$ cat src/rtl/ad_ip_jesd204_tpl_dac_sync_ctrl.sv
// TPL DAC start-up sequencer: arm -> optional external sync edge -> delay -> RUN.
// Optional `TPL_DAC_SYNC_CNT_EN adds a saturating sync_count output.
module ad_ip_jesd204_tpl_dac_sync_ctrl #(
  parameter int NUM_CHANNELS  = 2,
  parameter int DELAY_WIDTH   = 8,
  parameter int TIMEOUT_WIDTH = 16
) (
  input  logic                     clk,
  input  logic                     reset,
  input  logic                     arm_req,
  input  logic                     external_sync_en,
  input  logic                     external_sync,
  input  logic [DELAY_WIDTH-1:0]   sync_delay_cfg,
  input  logic [TIMEOUT_WIDTH-1:0] timeout_cfg,
  input  logic                     timeout_clr,
  input  logic                     link_ready,
  input  logic [NUM_CHANNELS-1:0]  enable_in,
  output logic                     datapath_en,
  output logic [NUM_CHANNELS-1:0]  dac_valid,
  output logic                     start_pulse,
  output logic                     sync_armed,
  output logic                     timeout_err,
  output logic [1:0]               state
`ifdef TPL_DAC_SYNC_CNT_EN
  ,
  output logic [31:0]              sync_count
`endif
);

  // state | meaning
  // IDLE  | datapath gated, waiting for arm_req
  // ARMED | waiting for external_sync rising edge, timeout running
  // DELAY | counting down sync_delay_cfg before release
  // RUN   | datapath released, dac_valid follows enables
  typedef enum logic [1:0] {
    ST_IDLE  = 2'd0,
    ST_ARMED = 2'd1,
    ST_DELAY = 2'd2,
    ST_RUN   = 2'd3
  } state_t;

  localparam logic [TIMEOUT_WIDTH:0] TMO_ONE = (TIMEOUT_WIDTH+1)'(1);

  state_t                    state_q, state_d;
  logic                      ext_q;
  logic                      ext_rise;
  logic [DELAY_WIDTH-1:0]    dly_q, dly_d;
  logic [TIMEOUT_WIDTH-1:0]  tmo_q, tmo_d;
  logic                      tmo_hit;
  logic                      start_q, start_d;
  logic                      err_q, err_d;
  logic [NUM_CHANNELS-1:0]   valid_q, valid_d;
  state_t                    arm_target;

  assign ext_rise   = external_sync & ~ext_q;
  assign arm_target = external_sync_en ? ST_ARMED : ST_DELAY;
  // Timeout fires on the cfg-th ARMED cycle, counting the entry cycle as the first.
  assign tmo_hit    = (timeout_cfg != '0) &&
                      (({1'b0, tmo_q} + TMO_ONE) == {1'b0, timeout_cfg});

  always_comb begin
    state_d = state_q;
    dly_d   = dly_q;
    tmo_d   = tmo_q;
    err_d   = err_q;
    if (timeout_clr) err_d = 1'b0;

    case (state_q)
      ST_IDLE: begin
        if (arm_req) state_d = arm_target;
      end
      ST_ARMED: begin
        tmo_d = tmo_q + TIMEOUT_WIDTH'(1);
        if (arm_req) tmo_d = '0;
        if (ext_rise) begin
          state_d = ST_DELAY;
        end else if (!arm_req && tmo_hit) begin
          state_d = ST_IDLE;
          err_d   = 1'b1;
        end
      end
      ST_DELAY: begin
        if (arm_req)           state_d = arm_target;
        else if (dly_q == '0)  state_d = ST_RUN;
        else                   dly_d   = dly_q - DELAY_WIDTH'(1);
      end
      ST_RUN: begin
        if (arm_req) state_d = arm_target;
      end
      default: state_d = ST_IDLE;
    endcase

    // Counters reload on every entry, including a re-arm into the same state.
    if (state_d == ST_DELAY && (state_q != ST_DELAY || arm_req)) dly_d = sync_delay_cfg;
    if (state_d == ST_ARMED && state_q != ST_ARMED)             tmo_d = '0;
  end

  always_comb begin
    start_d = (state_d == ST_RUN) && (state_q != ST_RUN);
    valid_d = '0;
    // Requiring RUN in both current and next state gates dac_valid the cycle after a re-arm.
    if (state_q == ST_RUN && state_d == ST_RUN)
      valid_d = enable_in & {NUM_CHANNELS{link_ready}};
  end

  always_ff @(posedge clk) begin
    if (reset) begin
      state_q <= ST_IDLE;
      ext_q   <= 1'b0;
      dly_q   <= '0;
      tmo_q   <= '0;
      start_q <= 1'b0;
      err_q   <= 1'b0;
      valid_q <= '0;
    end else begin
      state_q <= state_d;
      ext_q   <= external_sync;
      dly_q   <= dly_d;
      tmo_q   <= tmo_d;
      start_q <= start_d;
      err_q   <= err_d;
      valid_q <= valid_d;
    end
  end

  assign state       = state_q;
  assign datapath_en = (state_q == ST_RUN);
  assign sync_armed  = (state_q == ST_ARMED);
  assign start_pulse = start_q;
  assign timeout_err = err_q;
  assign dac_valid   = valid_q;

`ifdef TPL_DAC_SYNC_CNT_EN
  logic [31:0] cnt_q, cnt_d;

  always_comb begin
    cnt_d = cnt_q;
    if (start_d && cnt_q != 32'hFFFF_FFFF) cnt_d = cnt_q + 32'd1;
  end

  always_ff @(posedge clk) begin
    if (reset) cnt_q <= '0;
    else       cnt_q <= cnt_d;
  end

  assign sync_count = cnt_q;
`endif

endmodule

$ cat config.mk
export PLATFORM = sky130hd
export DESIGN_NAME = ad_ip_jesd204_tpl_dac_sync_ctrl
export DESIGN_NICKNAME = d
export VERILOG_FILES = /design/src/rtl/ad_ip_jesd204_tpl_dac_sync_ctrl.sv
export SDC_FILE = /design/constraint.sdc
export NUM_CORES = 1
export LEC_CHECK = 0
export BUFFER_PORTS_ARGS = -buffer_cell sky130_fd_sc_hd__buf_4
export CORE_UTILIZATION = 52
export DETAILED_ROUTE_END_ITERATION = 16
export PLACE_DENSITY = 0.77
export SYNTH_ARGS = -nofsm -noshare
export SYNTH_HDL_FRONTEND = slang
export SYNTH_SLANG_ARGS = --single-unit
$ cat constraint.sdc
create_clock -name clk -period 4.1 [get_ports clk]
set_clock_uncertainty 0.15 [all_clocks]
set_input_delay 0.205 -clock clk [delete_from_list [all_inputs] [get_ports clk]]
set_output_delay 0.205 -clock clk [all_outputs]
set_load 0.05 [all_outputs]
---- Word level (Yosys, flattened, before mapping) ----
Cells that the tools add are included.
storage, ports and cells
  logic and storage cells ................. 58
  bits in latches ......................... 0
  input port bits ......................... 33
  register bits after elaboration ......... 31
  bits in writable memories ............... 0
  output and inout bits ................... 8
  memories ................................ 0
  bits in read-only memories .............. 0
cells by class
  multiplexer cells ....................... 16
  bitwise operators ....................... 4
  reduce and logical (&&, ||, !) cells .... 16
  equality and inequality tests ........... 12
  $add $sub $neg .......................... 3
  multiply operators ...................... 0
  div/mod/pow operators ................... 0
  $lt $le $gt $ge ......................... 0
  shift operators ......................... 0
operators by type and width
  operator                 count
  $mux W8                  4
  $add A16 B1 Y17 const B  1
  $eq A17 B16 Y1           1
  $add A16 B1 Y16 const B  1
  $mux W16                 1
  $reduce_bool A16 Y1      1
  $mux W2                  6
  $eq A2 B2 Y1 const B     4
  $logic_not A8 Y1         1
  $sub A8 B1 Y8 const B    1
  $logic_and A1 B1 Y1      6
  $ne A2 B1 Y1 const B     3
  $pmux W2 S3              1
  $reduce_or A2 Y1         3
  $eq A2 B1 Y1 const B     2
  $mux W1                  4
  $ne A2 B2 Y1 const B     2
  $reduce_and A3 Y1        1
  $and A2 B2 Y2            1
  $logic_not A2 Y1         1
  $not A1 Y1               2
  $reduce_bool A2 Y1       1
  $and A1 B1 Y1            1
  $logic_not A1 Y1         1
  $logic_or A1 B1 Y1       1

---- Depth between registers and ports, before layout ----
Gate-level depths: netlist of run 1.
  depth in word-level cells ............... 11
  mapped depth ............................ 9
  gate-level depth less buffers ........... 9

---- Least setup slack after synthesis of run 1 ----
Ideal clock, no wire load.
  path type ............................... reg-to-reg
  start point ............................. reg tmo_q[0]
  end point ............................... reg dly_q[3]
  path slack .............................. 1.057 ns
  buffers on the path ..................... 0
  stages on the path, launching flop included .. 9
  arrival ................................. 2.772 ns
  clock period less this slack ............ 3.043 ns
  setup time .............................. 0.121 ns
  cells stage by stage .................... dfxtp_1 -> ha_1 -> nand4_4 -> nor4_4 -> mux2_2 -> a211o_1 -> o41ai_4 -> a21oi_4 -> mux2_4
between the ends
  word-level cells in the longest chain between the ends .. 11
ends and longest elaborated chain
  element                                                              line  RTL
  start, declared                                                      48    logic [TIMEOUT_WIDTH-1:0] tmo_q, tmo_d;
  start signal, assigned                                               119   tmo_q <= tmo_d;
  $add A16 B1 Y17 *                                                    59    (({1'b0, tmo_q} + TMO_ONE) == {1'b0, timeout_cfg});
  $eq A17 B16 Y1 *                                                     59
  $logic_and A1 B1 Y1 *                                                58    assign tmo_hit = (timeout_cfg != '0) &&
  $logic_and A1 B1 Y1 *                                                77    end else if (!arm_req && tmo_hit) begin
  $mux W2 *                                                            77
  $mux W2 *                                                            75    if (ext_rise) begin
  $pmux W2 S3 *                                                        68    case (state_q)
  $eq A2 B2 Y1 *                                                       94    if (state_d == ST_DELAY && (state_q != ST_DELAY || arm_req)) dly_d = sync_delay_cfg;
  $logic_and A1 B1 Y1 *                                                94
  $ne A2 B1 Y1 (no line) / $reduce_bool A2 Y1 (equally long branches)  -
  $reduce_and A3 Y1 (no line)                                          -
  end signal, assigned                                                 118   dly_q <= dly_d;
  end, declared                                                        47    logic [DELAY_WIDTH-1:0] dly_q, dly_d;
Every way passes the cells marked *; elsewhere a longest branch is shown, timed or not.
A chain may end at the register's enable or synchronous reset.

---- Worst setup path after layout of run 1 ----
Ends and elaborated chain as after synthesis.

==> results by group, run 1 <==
STA
  – Period minus WS final: 3.316 ns
  – Setup violators final: 0
  – Worst rel slew slack: 47.65%
  – Fmax achieved: 301.6 MHz
  – Minimum hold slack: 0.01253 ns
  – Final Hold Vio Count: 0
  – Worst-Margin Slew: 0.7852 ns
  – Final setup TNS: 0 ns
  – Crit share post-route: 80.87%
  – Slew Limit Fails: 0
  – RSZ-0062 raised after global routing: false

Yosys
  – #FFs+latches synth: 31
  – Syn Area/Cell: 7.933 um^2
  – EDFF count, synth: 0
  – Main area contributors after synthesis: dfxtp_1 (26%), nor2_1 (5.3%), xnor2_1 (4.1%)
  – Top-area cell type share of the netlist area: 26.34%
  – Post-synthesis sequential area ratio: 26.34%
  – Yosys cell types: 58
  – Post-synth ARST share: 0%
  – Syn_nets: 336
  – Top_reg_cell synth: dfxtp_1
  – Post-synth design cell area: 2356 um^2
  – Syn. warnings: 0
  – Cells after synthesis: 297
  – Largest area contributor in the netlist: dfxtp_1

Layout
  – Area grow syn2layout: 16.30%
  – Layout Nets: 368
  – Ratio of cells with drive above 1 in the final layout: 19.45%
  – Antenna diodes: 0

Clock network
  – CTS H-tree lvls: 2
  – Cts hold-fix bufs: 0
  – CTS max path bufs: 2
  – CTS Root Cell: clkbuf_8
  – Clock latency on the worst-skew pair: 0.28 ns
  – Inserted Clock Buffers: 5
  – CTS tree: done
  – Clk slew on worst S/H paths: 0.07 ns
  – Post-CTS sizing: 0
  – Post-CTS Setup Bufs: 0
  – Clock sink count: 31

Global routing
  – Largest net degree at the start of global routing: 24
  – Vias in the first global route: 1984
  – GRT overflow: 0
  – Total GRT Usage: 24.27%
  – Global-route wire length before repair: 9.439 mm
  – Initial antenna violation count: 0

Floorplan
  – Row count: 24
  – Core area: 4354 um^2
  – Die W: 69.31 um
  – Die Y: 69.31 um
  – Die ar.: 4804 um^2
  – Io pins: 41
  – Initial core utilization: 54.11%

Drt
  – DR vias/cell: 6.045
  – DRC violations left: 0
  – Router iterations before antenna repair: 4
  – Routed via count: 2303
  – Detail Route Antenna Nets: 0
  – Initial DRC Count: 205
  – WL/cell: 14.67 um
  – WL final: 5.589 mm

Power
  – Power per cell area: 418.4 nW/um^2
  – Peak supply drop: 319.3 uV
  – Pleak: 1.146 nW

Setup path
  – Crit end category: flop
  – Reg2Reg Depth: 8
  – Crit path DAT: 3.34 ns
  – Reg-to-reg endpoint: dly_q[3]$_SDFFE_PP0P_
  – Setup Crit Path Kind: flop to flop
  – Crit path max fanout: 9
  – CP required: 4.12 ns
  – Reg-to-reg critical path startpoint: tmo_q[0]$_SDFFE_PP0P_
  – Critical Path Sink: dly_q[3]$_SDFFE_PP0P_
  – R2r setup slk: 0.78 ns
  – Worst Setup SP: tmo_q[0]$_SDFFE_PP0P_
  – Crit start category: flop

Status
  – Status: finished clean

Flow run
  – Maxcap violations: 0

Place
  – # port buffers: 40
  – DP HPWL: 4.066 mm
  – RePlAce Congestion: 0.8503

Min path
  – HP Class: input pin to flop
## per-stage QoR
step                instances  util [%]  area (um^2)  power, mW  setup WS, ns
finish                    381     62.93         2740      1.146        0.7844
global route              381     62.93         2740      1.214        0.6440
floorplan                 297         -         2356     0.7541         1.057
global placement          374     60.92         2653     0.8863        0.9001
CTS                       381     62.93         2740      1.143        0.7861
detailed placement        374     60.92         2653     0.8930        0.8185
## final cells by class
type,instances,area (um^2)
clock buffers,6,82.58
clock inverters,1,5.005
fillers,389,1614
inverters,15,56.30
multi-input cells,234,1595
flip-flops and latches,31,620.6
well taps,52,65.06
repair buffers,42,315.3
## power by group
part           internal [mW]  switching, mW  total, mW
Clock                  0.132          0.118      0.249
Sequential             0.349         0.0479      0.397
Combinational          0.215          0.285      0.500
## state kept, by name, indices dropped and copies added, names as in the netlist
signal,cells
dac_valid,2
dly_q,8
ext_q,1
start_pulse,1
state,2
timeout_err,1
tmo_q,16
## per-layer routing
layer  vias to the layer above  routed length (um)  global-route usage (%)
li1                       1140                   -                       -
met1                      1075                2584                   34.46
met4                         0                  97                   8.617
met3                        12                 330                   4.797
met5                         -                   0                       0
met2                        76                2576                   36.46
## cells in the final DEF, fill, tap and decap left out, types with 3 or more instances in the layout
cell type and n:
buf_4 42, nor2_1 33, dfxtp_1 31, o21ai_0 19, nor3_1 18, a21oi_1 17
inv_1 15, nand2_1 14, xnor2_1 11, nand3_1 10, xor2_1 10, nor4_1 9
nand4_1 6, ha_1 6, clkbuf_8 6, nor2b_1 5, and3_1 5, nand2b_1 5
o211a_1 5, a211o_1 5, or4_1 3, mux2i_1 3, nand3b_1 3, o211ai_1 3
or3_1 3, a22oi_1 3, mux2_4 3
## worst max-delay path, cell delays in order, from the launching register on
cell and delay [ns]:
dfxtp_1 0.45, ha_1 0.33, nand4_4 0.21, nor4_4 0.35, mux2_2 0.37, a211o_1 0.30
o41ai_4 0.52, a21oi_4 0.18, mux2_4 0.32
## synthesized netlist by cell type, types with 3 or more instances
cell type,count
a22oi_1,3
o211a_1,5
nand4_1,6
nand2b_1,5
or4_1,3
nor3_1,18
nor2b_1,5
clkbuf_1,8
dfxtp_1,31
xnor2_1,11
and3_1,5
xor2_1,10
buf_2,7
mux2i_1,3
a21oi_1,17
o21ai_0,19
mux2_4,3
nor4_1,9
inv_1,15
nand3b_1,3
or3_1,3
nor2_1,33
a211o_1,5
nand3_1,10
nand2_1,14
o211ai_1,3
ha_1,6
## worst min-delay path by stage
| stage | depth (start not counted) | to | slack [ns] | start |
|---|---|---|---|---|
| 3_5_place_dp | 3 | ext_q$_SDFF_PP0_ | 0.31 | external_sync |
| 2_1_floorplan | 2 | dac_valid[0]$_SDFF_PP0_ | 0.19 | link_ready |
| 5_1_grt | 3 | dac_valid[1]$_SDFF_PP0_ | 0.02 | link_ready |
| 3_3_place_gp | 3 | ext_q$_SDFF_PP0_ | 0.30 | external_sync |
| 6_report | 2 | ext_q$_SDFF_PP0_ | 0.01 | reset |
| 4_1_cts | 2 | ext_q$_SDFF_PP0_ | 0.007 | reset |
## kinds of logic (layout without fill, tap and decap cells)
logic type               count (synthesis)  count (layout)  share of synthesized area (%)
flip-flops                              31              31                          26.34
XOR/XNOR                                22              22                          8.497
AND/OR/NAND/NOR                        129             129                          31.39
AO/OA/AOI/OAI                           70              70                          20.98
adder cells (fa/ha/maj)                  6               6                          3.186
buffers and inverters                   32              64                          5.948
multiplexers                             7               7                          3.664
Note: power is estimated with default switching activity, not from simulation.
==> run 2: changes to the inputs <==
--- a/config.mk
+++ b/config.mk
@@ -5,10 +5,11 @@
 export SDC_FILE = /design/constraint.sdc
 export NUM_CORES = 1
 export LEC_CHECK = 0
+export ABC_AREA = 1
 export BUFFER_PORTS_ARGS = -buffer_cell sky130_fd_sc_hd__buf_4
-export CORE_UTILIZATION = 52
+export CORE_UTILIZATION = 51
 export DETAILED_ROUTE_END_ITERATION = 16
-export PLACE_DENSITY = 0.77
+export PLACE_DENSITY = 0.78
 export SYNTH_ARGS = -nofsm -noshare
 export SYNTH_HDL_FRONTEND = slang
 export SYNTH_SLANG_ARGS = --single-unit
==> constraint.sdc (replaced) <==
create_clock -name clk -period 2.8 [get_ports clk]
set_clock_uncertainty 0.15 [all_clocks]
set_input_delay 0.14 -clock clk [delete_from_list [all_inputs] [get_ports clk]]
set_output_delay 0.14 -clock clk [all_outputs]
set_load 0.05 [all_outputs]
==> results by group, run 2 <==
Power
  – Clock power share: 30.8% (+9.1 points)
  – Sw frac: 36.28% (-3.1 points)
  – Pleak: 1.372 nW (+20%)
  – Register share of total power: 30.9% (-3.7 points)
  – Power per cell area: 571.1 nW/um^2 (+36%)
  – Peak supply drop: 388.5 uV (+22%)
  – Int Power: 1.109 mW (+59%)
  – Gate power share: 38.3% (-5.3 points)
  – Net switching power: 631.5 uW (+40%)

Global routing
  – Vias in the first global route: 2437 (+23%)
  – Largest net degree at the start of global routing: 14 (-42%)
  – GRT overflow: 0 (unchanged)
  – Initial antenna violation count: 0 (unchanged)
  – Total GRT Usage: 25.87% (+1.6 points)
  – Global-route wire length before repair: 10.46 mm (+11%)

STA
  – Period minus WS final: 2.623 ns (-0.6925 ns)
  – Crit share post-route: 93.68% (+13 points)
  – Fmax achieved: 381.2 MHz (+26%)
  – Worst rel slew slack: 72.25% (+25 points)
  – Final Hold Vio Count: 0 (unchanged)
  – Worst-Margin Slew: 0.4124 ns (-0.3728 ns)
  – Final setup TNS: 0 ns (unchanged)
  – Slew Limit Fails: 0 (unchanged)
  – Setup violators final: 0 (unchanged)
  – RSZ-0062 raised after global routing: false
  – Minimum hold slack: 0.03581 ns (+0.02328 ns)

Floorplan
  – Die W: 71.26 um (+2.8%)
  – Die Y: 71.26 um (+2.8%)
  – Initial core utilization: 54.67% (+0.56 points)
  – Core area: 4474 um^2 (+2.8%)
  – Row count: 24 (unchanged)
  – Io pins: 41 (unchanged)
  – Die ar.: 5077 um^2 (+5.7%)

Layout
  – Largest registers: tmo_q x16, dly_q x8
  – Most frequent cells in the layout: nand2_1 (111), inv_1 (53), nand3_1 (50)
  – Area grow syn2layout: 24.60%
  – Most common cell after layout, fill and taps aside: nand2_1
  – FILL cells: 411 (+5.7%)
  – Antenna diodes: 0 (unchanged)
  – Largest reg by FF count: tmo_q
  – Multi-input logic area: 1572 um^2 (-1.5%)
  – Seq. cell area: 625.6 um^2 (+0.81%)
  – Layout Nets: 486 (+32%)
  – Design area: 3048 um^2 (+11%)
  – Ratio of cells with drive above 1 in the final layout: 21.65% (+2.2 points)
  – Max reg flops: 16 (unchanged)

Min path
  – Worst hold path startpoint: sync_delay_cfg[2]
  – HP Class: input pin to flop
  – Cells on Worst Hold Path: 5 (+3)
  – Hold endpoint: dly_q[2]$_SDFFE_PP0P_

Yosys
  – EDFF count, synth: 0 (unchanged)
  – Post-synth design cell area: 2446 um^2 (+3.8%)
  – Top-area cell type share of the netlist area: 25.37% (-0.97 points)
  – Syn Area/Cell: 6.272 um^2 (-21%)
  – Post-synth ARST share: 0% (unchanged)
  – Top_reg_cell synth: dfxtp_1
  – Largest family of logic cells by synthesized area: simple AND/OR/NAND/NOR gates
  – Synth Area in XOR/XNOR: 4.041% (-4.5 points)
  – Main area contributors after synthesis: dfxtp_1 (25%), nand2_1 (17%), nand3_1 (10%)
  – Largest area contributor in the netlist: dfxtp_1
  – Yosys cell types: 40 (-31%)
  – Syn. warnings: 0 (unchanged)
  – #FFs+latches synth: 31 (unchanged)
  – Synth Area in Compound Gates: 11.15% (-9.8 points)
  – Simple-Gate Fraction of Synth Area: 45.88% (+14 points)
  – Most numerous cell in the Yosys netlist: nand2_1
  – Mux contribution to synthesized area: 0% (-3.7 points)
  – Adder-Cell Fraction of Synth Area: 3.069% (-0.12 points)
  – Post-synthesis sequential area ratio: 25.37% (-0.97 points)
  – Syn_nets: 429 (+28%)
  – Cells after synthesis: 390 (+31%)
  – Synth cell count leaders: nand2_1 (111), inv_1 (53), nand3_1 (50)

Setup path
  – Crit start category: flop
  – Setup Crit Path Kind: flop to flop
  – Reg-to-reg critical path startpoint: tmo_q[0]$_SDFFE_PP0P_
  – Reg2Reg Depth: 17 (+9)
  – CP required: 2.83 ns (-1.29 ns)
  – Crit path max fanout: 10 (+1)
  – Crit path DAT: 2.65 ns (-0.69 ns)
  – Crit end category: flop
  – R2r setup slk: 0.18 ns (-0.61 ns)
  – Reg-to-reg endpoint: dly_q[7]$_SDFFE_PP0P_

Drt
  – DRC violations left: 2 (+2)
  – Router iterations before antenna repair: 10 (+6)
  – DR vias/cell: 5.206 (-14%)
  – Detail Route Antenna Nets: 0 (unchanged)
  – WL/cell: 12.32 um (-16%)
  – Initial DRC Count: 115 (-44%)
  – Routed via count: 2603 (+13%)
  – WL final: 6.162 mm (+10%)

Status
  – Failing checks: DRC
  – Status: finished, violations left

Clock network
  – CTS Root Cell: clkbuf_8
  – Clock latency on the worst-skew pair: 0.29 ns (about the same)
  – CTS H-tree lvls: 2 (unchanged)
  – Clock sink count: 31 (unchanged)
  – CTS max path bufs: 2 (unchanged)
  – CTS tree: done
  – Inserted Clock Buffers: 5 (unchanged)
  – Clk slew on worst S/H paths: 0.07 ns (about the same)

Place
  – Placed Area: 2830 um^2 (+6.7%)
  – DP HPWL: 4.830 mm (+19%)
  – # port buffers: 40 (unchanged)
  – RePlAce Congestion: 0.8673 (+2.0%)

Flow run
  – Maxcap violations: 0 (unchanged)
[run 2: cell types whose count changed after synthesis, moves of 6 or more]
cell | before | now
a21oi_2 | 0 | 10
nand2_1 | 14 | 111
inv_1 | 15 | 53
nor3_1 | 18 | 1
buf_2 | 7 | 0
nor2_2 | 0 | 6
nor4_1 | 9 | 3
clkbuf_1 | 8 | 2
nand3_1 | 10 | 50
nand2_2 | 0 | 7
xor2_1 | 10 | 3
o21ai_0 | 19 | 6
xnor2_1 | 11 | 3
[run 2: layer usage]
layer / track usage (%) / routed length (um) / up-vias
met1: 29.79 / 2712 / 1165
met5: 0 / 0 / -
met2: 48.47 / 3132 / 55
li1: - / - / 1371
met4: 9.333 / 99 / 0
met3: 3.657 / 217 / 12
[run 2: worst max-delay path by stage]
stage	slack [ns]	cells after the start	startpoint	endpoint
final	0.18	17	tmo_q[0]$_SDFFE_PP0P_	dly_q[7]$_SDFFE_PP0P_
after global routing	0.02	18	tmo_q[0]$_SDFFE_PP0P_	dly_q[0]$_SDFFE_PP0P_
after CTS	0.12	19	tmo_q[0]$_SDFFE_PP0P_	dly_q[7]$_SDFFE_PP0P_
after detailed placement	0.14	19	tmo_q[0]$_SDFFE_PP0P_	dly_q[1]$_SDFFE_PP0P_
after global placement	0.20	17	tmo_q[0]$_SDFFE_PP0P_	dly_q[5]$_SDFFE_PP0P_
after floorplan	0.08	8	state[0]$_SDFF_PP0_	dly_q[1]$_SDFFE_PP0P_
[run 2: logic make-up (layout without fill, tap and decap cells)]
family | count (synthesis) | after routing
adder cells (fa/ha/maj) | 6 | 6
AND/OR/NAND/NOR | 239 | 239
XOR/XNOR | 8 | 8
buffers and inverters | 63 | 121
flip-flops | 31 | 31
AO/OA/AOI/OAI | 43 | 43
[run 2: cell type report]
type / count / area share [%]
inverters: 58 / 7.307
well taps: 52 / 2.135
clock buffers: 6 / 2.381
multi-input cells: 296 / 51.56
flip-flops and latches: 31 / 20.53
repair buffers: 55 / 14.12
clock inverters: 2 / 1.970
[run 2: worst max-delay path, cell delays in order, from the launching register on]
cell	delay, ns
dfxtp_4	0.38
ha_2	0.20
nand2_2	0.09
nor2_4	0.21
nand4_1	0.19
nand3b_1	0.13
nand2_1	0.05
nor2_1	0.14
nand2_1	0.10
nor2_2	0.14
nand2_1	0.07
nand2_1	0.07
nand2_2	0.05
buf_4	0.19
nor2_8	0.15
nand2_1	0.07
nand2_1	0.08
a21oi_2	0.05
[run 2: what timing repair did]
action	CTS	global route
gates resized for setup	0	4
setup buffers	0	1
setup endpoints to repair	0	8
hold endpoints to repair	12	0
hold buffers	7	0
[run 2: metrics by stage]
stage / utilization (%) / cells / worst slack (ns) / total power, mW
floorplan: - / 390 / 0.08118 / 1.038
global placement: 63.25 / 484 / 0.2031 / 1.189
detailed placement: 63.25 / 484 / 0.1354 / 1.208
CTS: 67.79 / 499 / 0.1185 / 1.751
global route: 68.12 / 500 / 0.01926 / 1.851
finish: 68.12 / 500 / 0.1769 / 1.741
[run 2: power groups by stage]
stage	clock network (mW)	logic (mW)	registers, mW
final	0.536	0.666	0.539
after global routing	0.563	0.741	0.547
after CTS	0.545	0.668	0.538
after detailed placement	0	0.659	0.549
after global placement	0	0.641	0.548
after floorplan	0	0.479	0.559
==> run 3: changes to the inputs <==
--- a/config.mk
+++ b/config.mk
@@ -7,9 +7,9 @@
 export LEC_CHECK = 0
 export ABC_AREA = 1
 export BUFFER_PORTS_ARGS = -buffer_cell sky130_fd_sc_hd__buf_4
-export CORE_UTILIZATION = 51
+export CORE_UTILIZATION = 52
 export DETAILED_ROUTE_END_ITERATION = 16
-export PLACE_DENSITY = 0.78
+export PLACE_DENSITY = 0.77
 export SYNTH_ARGS = -nofsm -noshare
 export SYNTH_HDL_FRONTEND = slang
 export SYNTH_SLANG_ARGS = --single-unit
==> constraint.sdc (replaced) <==
create_clock -name clk -period 2.94 [get_ports clk]
set_clock_uncertainty 0.15 [all_clocks]
set_input_delay 0.147 -clock clk [delete_from_list [all_inputs] [get_ports clk]]
set_output_delay 0.147 -clock clk [all_outputs]
set_load 0.05 [all_outputs]
==> results by group, run 3 (synthesized netlist as in run 2, its figures left out) <==
Status
  – Status: finished, violations left
  – Failing checks: DRC

Clock network
  – Clock latency on the worst-skew pair: 0.28 ns (about the same)
  – CTS max path bufs: 2 (unchanged)
  – Inserted Clock Buffers: 5 (unchanged)
  – CTS Root Cell: clkbuf_8
  – Clock sink count: 31 (unchanged)
  – CTS tree: done
  – Post-CTS Setup Bufs: 0 (unchanged)
  – CTS H-tree lvls: 2 (unchanged)
  – Clk slew on worst S/H paths: 0.07 ns (about the same)

Floorplan
  – Io pins: 41 (unchanged)
  – Initial core utilization: 55.04% (+0.37 points)
  – Die ar.: 4982 um^2 (-1.9%)
  – Core area: 4444 um^2 (-0.67%)
  – Die Y: 70.59 um (-0.94%)
  – Row count: 24 (unchanged)
  – Die W: 70.59 um (-0.94%)

Setup path
  – R2r setup slk: 0.34 ns (+0.16 ns)
  – Setup Crit Path Kind: flop to flop
  – Crit path DAT: 2.63 ns (-0.02 ns)
  – CP max-delay cell: dfxtp_1
  – Crit end category: flop
  – Crit start category: flop
  – Crit path max fanout: 10 (unchanged)
  – Critical-path cell list: ha_1 -> nand2_2 -> nor2_4 -> nand2_1 -> nand2_1 -> nand2_1 -> nand2_1 -> nand3_1 -> nor2_1 -> nand2_1 -> nor2_2 -> nand2_1 -> nand2_1 -> nand2_2 -> buf_4 -> nor2_8 -> nand2_1 -> nand2_1 -> a21oi_2
  – Reg-to-reg critical path startpoint: tmo_q[1]$_SDFFE_PP0P_
  – Most used cell along the critical path: nand2_1
  – Reg2Reg Depth: 19 (+2)
  – CP required: 2.96 ns (+0.13 ns)
  – Reg-to-reg endpoint: dly_q[2]$_SDFFE_PP0P_
  – CP delay by family, top: simple AND/OR/NAND/NOR gates
  – CP peak stage delay: 0.38 ns (about the same)
  – Buf/Inv on CP: 1 (unchanged)

Power
  – Peak supply drop: 400.1 uV (+3.0%)
  – Power per cell area: 510.7 nW/um^2 (-11%)
  – Pleak: 1.337 nW (-2.6%)

STA
  – Final Hold Vio Count: 0 (unchanged)
  – Final setup TNS: 0 ns (unchanged)
  – Setup violators final: 0 (unchanged)
  – Period minus WS final: 2.605 ns (-0.01844 ns)
  – Fmax achieved: 383.9 MHz (+0.71%)
  – Minimum hold slack: 0.01662 ns (-0.01919 ns)
  – Worst rel slew slack: 71.47% (-0.78 points)
  – Slew Limit Fails: 0 (unchanged)
  – Crit share post-route: 88.59% (-5.1 points)
  – RSZ-0062 raised after global routing: false
  – Worst-Margin Slew: 0.4240 ns (+0.01156 ns)

Layout
  – Area grow syn2layout: 21.38%
  – Most common cell after layout, fill and taps aside: nand2_1
  – Multi-input logic area: 1569 um^2 (-0.16%)
  – Most frequent cells in the layout: nand2_1 (111), inv_1 (53), nand3_1 (50)
  – Ratio of cells with drive above 1 in the final layout: 20.54% (-1.1 points)
  – Antenna diodes: 0 (unchanged)
  – FILL cells: 409 (-0.49%)
  – Layout Nets: 481 (-1.0%)
  – Non-Filler Instances: 495 (-1.0%)
  – Seq. cell area: 621.8 um^2 (-0.60%)
  – Max reg flops: 16 (unchanged)
  – Largest reg by FF count: tmo_q
  – Largest registers: tmo_q x16, dly_q x8
  – Final core occ: 66.81% (-1.3 points)

Place
  – Post-Place Cells: 481 (-0.62%)
  – RePlAce Congestion: 0.8684 (+0.13%)
  – DP HPWL: 4.535 mm (-6.1%)
  – # port buffers: 40 (unchanged)

Min path
  – Hold endpoint: dac_valid[1]$_SDFF_PP0_
  – Worst hold path startpoint: link_ready
  – Cells on Worst Hold Path: 3 (-2)
  – HP Class: input pin to flop

Drt
  – WL/cell: 12.28 um (-0.38%)
  – DRC violations left: 2 (unchanged)
  – Routed via count: 2631 (+1.1%)
  – Initial DRC Count: 213 (+85%)
  – Highest layer used for signal routing: met4
  – Router iterations before antenna repair: 10 (unchanged)
  – Met3 wire len: 288 um (+33%)
  – DR vias/cell: 5.315 (+2.1%)
  – Met1 wire length: 2.564 mm (-5.5%)
  – Met2 WL: 3.032 mm (-3.2%)
  – WL final: 6.077 mm (-1.4%)
  – Detail Route Antenna Nets: 0 (unchanged)

Global routing
  – Global-route wire length before repair: 10.58 mm (+1.1%)
  – Largest net degree at the start of global routing: 17 (+3)
  – Total GRT Usage: 26.52% (+0.65 points)
  – Vias in the first global route: 2543 (+4.3%)
  – Initial antenna violation count: 0 (unchanged)
  – GRT overflow: 0 (unchanged)

Flow run
  – Maxcap violations: 0 (unchanged)
[run 3: where the power goes]
part | switching, mW | total, mW | internal [mW]
registers | 0.0476 | 0.515 | 0.467
clock network | 0.160 | 0.374 | 0.214
logic | 0.386 | 0.627 | 0.242
[run 3: worst max-delay path by stage]
| stage | start | slack (ns) | cells past startpoint | to |
|---|---|---|---|---|
| after detailed placement | tmo_q[0]$_SDFFE_PP0P_ | 0.29 | 19 | dly_q[3]$_SDFFE_PP0P_ |
| after floorplan | state[0]$_SDFF_PP0_ | 0.22 | 8 | dly_q[1]$_SDFFE_PP0P_ |
| final | tmo_q[1]$_SDFFE_PP0P_ | 0.34 | 19 | dly_q[2]$_SDFFE_PP0P_ |
| after CTS | tmo_q[0]$_SDFFE_PP0P_ | 0.28 | 19 | dly_q[3]$_SDFFE_PP0P_ |
| after global routing | tmo_q[1]$_SDFFE_PP0P_ | 0.007 | 19 | dly_q[2]$_SDFFE_PP0P_ |
| after global placement | tmo_q[0]$_SDFFE_PP0P_ | 0.35 | 19 | dly_q[7]$_SDFFE_PP0P_ |
[run 3: per-layer routing]
metal  up-vias  global-route usage, %
met4         0                  12.00
met2        74                  48.54
met1      1176                  29.96
met3        20                  4.986
met5         -                      0
li1       1361                      -
[run 3: metrics by stage]
step	setup WS (ns)	total power, mW	cell area [um^2]
after floorplan	0.2212	0.9889	2446
final	0.3353	1.516	2969
after global placement	0.3513	1.122	2808
after CTS	0.2799	1.520	2968
after global routing	0.006834	1.620	2969
after detailed placement	0.2896	1.141	2808
[run 3: timing repair]
item,in CTS,in global routing
setup endpoints to repair,0,8
hold buffers,6,0
resized for setup,0,1
endpoints found under the hold margin,11,0
[run 3: area by class of cell]
cell class / instances / area share, %
inverters: 58 / 7.501
repair buffers: 50 / 13.15
multi-input cells: 296 / 52.84
clock buffers: 8 / 3.371
flip-flops and latches: 31 / 20.94
well taps: 52 / 2.191
[run 3: tightest hold or removal path, stage by stage]
cell	delay, ns
buf_4	0.11
nand4_1	0.11
nor2_1	0.04
